**src/rtl/serial_word_deserializer.sv**
```systemverilog
// Serial-to-parallel word assembler with a 2-entry valid/ready output buffer.
// Drops a completed word when the buffer is full and no pop occurs, and latches a sticky overflow flag.
module serial_word_deserializer #(
  parameter int unsigned WORD_WIDTH = 8,
  parameter string       BIT_ORDER  = "MSB_FIRST"
) (
  input  logic                                 clk,
  input  logic                                 aclr,
  input  logic                                 sclr,
  input  logic                                 bit_in,
  input  logic                                 bit_en,
  input  logic                                 frame_start,
  output logic [WORD_WIDTH-1:0]                word_out,
  output logic                                 word_valid,
  input  logic                                 word_ready,
  output logic [$clog2(WORD_WIDTH+1)-1:0]      bit_count,
  output logic                                 busy,
  output logic                                 overflow
);

  localparam int unsigned W   = WORD_WIDTH;
  localparam int unsigned CW  = $clog2(WORD_WIDTH + 1);
  localparam bit          MSB = (BIT_ORDER == "MSB_FIRST");

  logic [W-1:0]  asm_q, asm_d;
  logic [CW-1:0] cnt_q, cnt_d;
  logic [W-1:0]  slot0_q, slot0_d;
  logic [W-1:0]  slot1_q, slot1_d;
  logic [1:0]    fill_q, fill_d;
  logic          ovf_q, ovf_d;
  logic          valid_q, valid_d;
  logic          busy_q, busy_d;

  logic [W-1:0]  shifted;
  logic [W-1:0]  fresh;
  logic          push;
  logic          pop;

  // Next-state: assembly, buffer and sticky flag; sclr overrides everything
  always_comb begin
    asm_d   = asm_q;
    cnt_d   = cnt_q;
    slot0_d = slot0_q;
    slot1_d = slot1_q;
    fill_d  = fill_q;
    ovf_d   = ovf_q;
    push    = 1'b0;
    pop     = (fill_q != 2'd0) && word_ready;
    shifted = MSB ? {asm_q[W-2:0], bit_in} : {bit_in, asm_q[W-1:1]};
    fresh   = MSB ? {{(W-1){1'b0}}, bit_in} : {bit_in, {(W-1){1'b0}}};

    if (frame_start) begin
      asm_d = bit_en ? fresh : '0;
      cnt_d = bit_en ? CW'(1) : '0;
    end else if (bit_en) begin
      if (cnt_q == CW'(W - 1)) begin
        push  = 1'b1;
        asm_d = '0;
        cnt_d = '0;
      end else begin
        asm_d = shifted;
        cnt_d = cnt_q + CW'(1);
      end
    end

    // Head always lives in slot0; unused slots are kept at zero
    if (push && pop) begin
      if (fill_q == 2'd1) begin
        slot0_d = shifted;
      end else begin
        slot0_d = slot1_q;
        slot1_d = shifted;
      end
    end else if (pop) begin
      slot0_d = slot1_q;
      slot1_d = '0;
      fill_d  = fill_q - 2'd1;
    end else if (push) begin
      if (fill_q == 2'd0) begin
        slot0_d = shifted;
        fill_d  = 2'd1;
      end else if (fill_q == 2'd1) begin
        slot1_d = shifted;
        fill_d  = 2'd2;
      end else begin
        ovf_d = 1'b1;
      end
    end

    if (sclr) begin
      asm_d   = '0;
      cnt_d   = '0;
      slot0_d = '0;
      slot1_d = '0;
      fill_d  = '0;
      ovf_d   = 1'b0;
    end

    valid_d = (fill_d != 2'd0);
    busy_d  = (cnt_d != '0);
  end

  always_ff @(posedge clk or posedge aclr) begin
    if (aclr) begin
      asm_q   <= '0;
      cnt_q   <= '0;
      slot0_q <= '0;
      slot1_q <= '0;
      fill_q  <= '0;
      ovf_q   <= 1'b0;
      valid_q <= 1'b0;
      busy_q  <= 1'b0;
    end else begin
      asm_q   <= asm_d;
      cnt_q   <= cnt_d;
      slot0_q <= slot0_d;
      slot1_q <= slot1_d;
      fill_q  <= fill_d;
      ovf_q   <= ovf_d;
      valid_q <= valid_d;
      busy_q  <= busy_d;
    end
  end

  assign word_out   = slot0_q;
  assign word_valid = valid_q;
  assign bit_count  = cnt_q;
  assign busy       = busy_q;
  assign overflow   = ovf_q;

endmodule

```
**config.mk**
```make
export PLATFORM = sky130hd
export DESIGN_NAME = serial_word_deserializer
export DESIGN_NICKNAME = d
export VERILOG_FILES = /design/src/rtl/serial_word_deserializer.sv
export SDC_FILE = /design/constraint.sdc
export NUM_CORES = 1
export LEC_CHECK = 0
export CAP_MARGIN = 30
export CELL_PAD_IN_SITES_DETAIL_PLACEMENT = 1
export CELL_PAD_IN_SITES_GLOBAL_PLACEMENT = 2
export CORE_UTILIZATION = 37
export DETAILED_ROUTE_END_ITERATION = 6
export GPL_TIMING_DRIVEN = 0
export PLACE_DENSITY_LB_ADDON = 0.08
export SLEW_MARGIN = 20
export SYNTH_ARGS = -nofsm -noshare
export SYNTH_HDL_FRONTEND = slang
export SYNTH_SLANG_ARGS = --single-unit
```
**constraint.sdc**
```tcl
create_clock -name clk -period 5.6 [get_ports clk]
set_input_delay 1.12 -clock clk [delete_from_list [all_inputs] [get_ports clk]]
set_output_delay 1.12 -clock clk [all_outputs]
set_load 0.05 [all_outputs]
```
* Yosys cells after proc, flatten, opt, wreduce, memory -nomap -nowiden
Cells that the tools add are included.
** Storage, ports and cells
- Latch bits :: 0
- Bits in read-only memories :: 0
- Word-level logic and storage cells :: 68
- Memories kept :: 0
- Input bits :: 7
- Register bits :: 32
- Bits in writable memories :: 0
** Operators by class
- Shift operators :: 0
- Equality and inequality tests :: 8
- Magnitude comparators :: 0
- Div/mod/pow operators :: 0
- Muxes and demuxes :: 37
- Bitwise operators :: 0
- $mul :: 0
- Reduce and logical (&&, ||, !) cells :: 13
- Add/subtract/negate cells :: 2
** Operators with widths (count)
- $mux 8 :: 12
- $mux 7 :: 4
- $mux 4 :: 4
- $mux 2 :: 6
- $reduce_bool 4->1 :: 3
- $mux 1 :: 11
- $ne 2x2->1 const B :: 4
- $reduce_bool 2->1 :: 3
- $reduce_and 5->1 :: 1
- $add 4x1->4 const B :: 1
- $eq 4x3->1 const B :: 1
- $ne 4x4->1 const B :: 1
- $ne 3x3->1 const B :: 1
- $reduce_and 3->1 :: 1
- $reduce_bool 3->1 :: 1
- $eq 2x1->1 const B :: 1
- $logic_and 1x1->1 :: 2
- $logic_not 2->1 :: 1
- $reduce_and 2->1 :: 1
- $sub 2x1->2 const B :: 1

* Depth between registers and ports, before layout
- Depth in word-level cells :: 9
- Depth in mapped cells :: 8
- Depth with buffers taken out :: 6

* Worst setup path after synthesis
Ideal clock, no wire load.
- Path type :: input-to-reg
- From :: in frame_start
- To :: reg slot1_q[1]
- Slack :: 2.985 ns
- Arrival :: 2.494 ns
- Setup time :: 0.121 ns
- Data required time :: 5.479 ns
- Cell stages on the path :: 7
- Path buffers :: 3
- Cells stage by stage :: buf_6 nor4bb_4 buf_6 and3_1 buf_6 mux2_4 a22o_1
** On the way
- Longest elaborated chain between the ends :: 4
- Elaborated cells between the ends (all ways) :: 8
** RTL lines
- start, declared :: RTL line 12 : input logic frame_start,
- $mux 1 (*) :: RTL line 52 : if (frame_start) begin
- $logic_and 1x1->1 :: RTL line 67 : if (push && pop) begin
- $ne 4x4->1 (no line) (tied with other cells)
- $reduce_and 3->1 (no line) / $mux 8 (equally long branches)
- end signal, assigned :: RTL line 117 : slot1_q <= slot1_d;
- end, declared :: RTL line 28 : logic [W-1:0] slot1_q, slot1_d;
Mark *: on every way between the ends. The rest lies on a longest branch, timed or not.
A chain may end at the register's enable or synchronous reset.

* Final worst setup path
- From :: reg cnt_q[3], in the netlist bit_count[3]
- To :: out bit_count[3]
** RTL lines
- start, declared :: RTL line 26 : logic [CW-1:0] cnt_q, cnt_d;
- start signal, assigned :: RTL line 115 : cnt_q <= cnt_d;
- end, declared :: RTL line 16 : output logic [$clog2(WORD_WIDTH+1)-1:0] bit_count,
No word-level cell between the ends.

==> flow_metrics.env <==
export IMPL_outcome="completed"
export IMPL_timing_hold_violations_final=0
export IMPL_period_minus_slack_ns=2.74
export IMPL_fin_ws_ns=2.86
export IMPL_grt_pass1_wl_um=7980
export IMPL_finalMaxSlewViolations=0
export IMPL_antenna_found_initial=0
export IMPL_synth_distinct_cells=40
export IMPL_place_hpwl_um=3250
export IMPL_cp_depth=1
export IMPL_cp_end_kind="primary output"
export IMPL_area_delta_synth_final_pct=21.4
export IMPL_path_delay_family="buffers and inverters"
export IMPL_vias=1461
export IMPL_clockBufferDepth=2
export IMPL_fp_coreArea_um2=4350
export IMPL_syn_instance_count=166
export IMPL_die_width_um=69.3
export IMPL_required_ns=4.48
export IMPL_grt_pass1_vias=1544
export IMPL_reg2reg_depth=8
export IMPL_die_area_um2=4800
export IMPL_finalNetCount=202
export IMPL_clk_latency_ns=0.29
export IMPL_ctsHoldBuffers=0
export IMPL_routed_wl_um=4720
export IMPL_groute_usage_overall_pct=21.5
export IMPL_crit_fanout=6
export IMPL_setup_tns_final_ns=0
export IMPL_rsz0062_at_grt="no"
export IMPL_h_tree_depth=2
export IMPL_peakVddDrop_mv=0.0906
export IMPL_critical_path_arrival_ns=1.62
export IMPL_synth_seq_cells=32
export IMPL_final_common_cell="dfrtp_1"
export IMPL_use_met1_pct=28.8
export IMPL_num_rows=24
export IMPL_cts_root_buf="clkbuf_8"
export IMPL_synth_main_ff_cell="dfrtp_1"
export IMPL_ant_nets=0
export IMPL_syn_nets=177
export IMPL_async_flop_share_pct=100
export IMPL_synth_area_um2=1670
export IMPL_finalCoreUtilization_pct=46.7
export IMPL_io_pins=22
export IMPL_nFillCells=489
export IMPL_fin_skew_ns=0.00820
export IMPL_worstSetupStartpointType="flip-flop"
export IMPL_hold_path_class="reg2reg"
export IMPL_antennaDiodeCount=0
export IMPL_grt_overflow=0
export IMPL_gp_congestion=0.787
export IMPL_setup_viol=0
export IMPL_leakage_uw=0.000890
export IMPL_wl_per_cell_um=19.3
export IMPL_startpoint="bit_count[3]"
export IMPL_clock_fmax_mhz=365
export IMPL_reg2reg_to="slot1_q[0]"
export IMPL_maxCapViolCount=0
export IMPL_synth_edf_count=0
export IMPL_drtIter0Drc=103
export IMPL_drc=0
export IMPL_fin_crit_sh_pct=48.9
export IMPL_p_per_area_nw_per_um2=247
export IMPL_syn_area_per_cell_um2=10.1
export IMPL_endpoint="bit_count[3]"
export IMPL_synth_warnings=0
export IMPL_place_ws_ns=2.67
export IMPL_reg2reg_slack_ns=3.35
export IMPL_clkSinkCount=32
export IMPL_met2_usage_pct=35.0
export IMPL_cp_slowest_cell="clkdlybuf4s50_1"
export IMPL_busiest_layer="met2"
export IMPL_cts_resized=0
export IMPL_drive_gt1_share_pct=10.4
export IMPL_clk_pin_slew_ns=0.07
export IMPL_tritoncts="yes"
export IMPL_drt_pass1_iterations=4
export IMPL_slew_headroom_pct=53.9
export IMPL_start_util_pct=38.4
export IMPL_layout_common_cells="32 x dfrtp_1, 18 x nor2_1, 17 x clkdlybuf4s50_1, 14 x a22o_1, 13 x nor3_1"
export IMPL_cts_setup_buffers=0
export IMPL_grt_max_degree=33
export IMPL_port_buffers=17
export IMPL_critPathKind="reg2out"
export IMPL_worstReg2RegStart="fill_q[0]"
export IMPL_cts_buffers=5
export IMPL_worstMarginPinSlew_ns=0.691
export IMPL_die_y_um=69.3
export IMPL_slowest_delay_ns=0.85
export IMPL_yosysSeqAreaShare_pct=47.8
export IMPL_use_met3_pct=3.49
export IMPL_path_cells="clkdlybuf4s50_1"
export IMPL_drt_vias_per_instance=5.99
export IMPL_cp_num_buf_inv=1
[logic make-up after synthesis]
logic type | share of synthesized area, %
DFF | 47.8
muxes | 1.49
adders and majority gates | 2.99
buffers and inverters | 6.28
AOI/OAI and AO/OA | 21.5
and+or+nand+nor | 19.4
xor gates and xnor gates | 0.523
[flip-flops by register name (all words and copies together) (netlist names)]
signal / cells
asm_q: 7
bit_count: 4
busy: 1
fill_q: 2
overflow: 1
slot1_q: 8
word_out: 8
word_valid: 1
[where the power goes]
group | internal (uW) | total [uW] | switching [uW]
Combinational | 12.1 | 41.0 | 28.9
Sequential | 234 | 236 | 2.29
Clock | 132 | 225 | 93.3
[metal layers]
layer  part of all wire, %  up-vias
li1                      -      674
met5                     0        -
met2                    48       25
met3                   2.2        8
met4                   1.3        0
met1                    49      754
[cells in the mapped netlist (3+ instances only)]
| cell | number | share of area (%) |
|---|---|---|
| nor3_1 | 13 | 3.9 |
| a211oi_1 | 4 | 1.8 |
| ha_1 | 4 | 3.0 |
| nand3_1 | 4 | 1.2 |
| a31oi_1 | 4 | 1.5 |
| buf_6 | 3 | 2.0 |
| clkbuf_1 | 6 | 1.3 |
| inv_1 | 7 | 1.6 |
| nor2_1 | 18 | 4.0 |
| o32ai_1 | 6 | 3.1 |
| buf_2 | 3 | 0.90 |
| nor4_1 | 4 | 1.5 |
| nand4_1 | 3 | 1.1 |
| nand2_1 | 7 | 1.6 |
| a22o_1 | 14 | 7.3 |
| and3_1 | 3 | 1.1 |
| dfrtp_1 | 32 | 48 |
| a21oi_1 | 4 | 1.2 |
[metrics by stage]
step	hold WS [ns]	total power, uW	cell area (um2)	cells
after floorplan	0.473	267	1670	166
after global placement	0.487	280	1910	235
after detailed placement	0.492	282	1910	235
after CTS	0.511	507	2020	243
after global routing	0.525	521	2030	244
final	0.501	502	2030	244
[area by class of cell]
cell class / count / area [um2] / area share [%]
buffer: 14 / 78.8 / 3.88
clock buffer: 5 / 68.8 / 3.39
clock inverter: 3 / 42.5 / 2.09
inverter: 7 / 26.3 / 1.29
multi-input combinational: 113 / 774 / 38.1
sequential: 32 / 801 / 39.4
tap: 52 / 65.1 / 3.20
timing repair buffer: 18 / 175 / 8.62
[worst min path at each step]
| stage | from | to | cells past startpoint |
|---|---|---|---|
| 2_1_floorplan | slot1_q[0] | slot1_q[0] | 1 |
| 3_3_place_gp | overflow | overflow | 2 |
| 3_5_place_dp | slot1_q[1] | slot1_q[1] | 1 |
| 4_1_cts | overflow | overflow | 2 |
| 5_1_grt | overflow | overflow | 2 |
| 6_report | overflow | overflow | 2 |
Note: power is estimated with default switching activity, not from simulation.
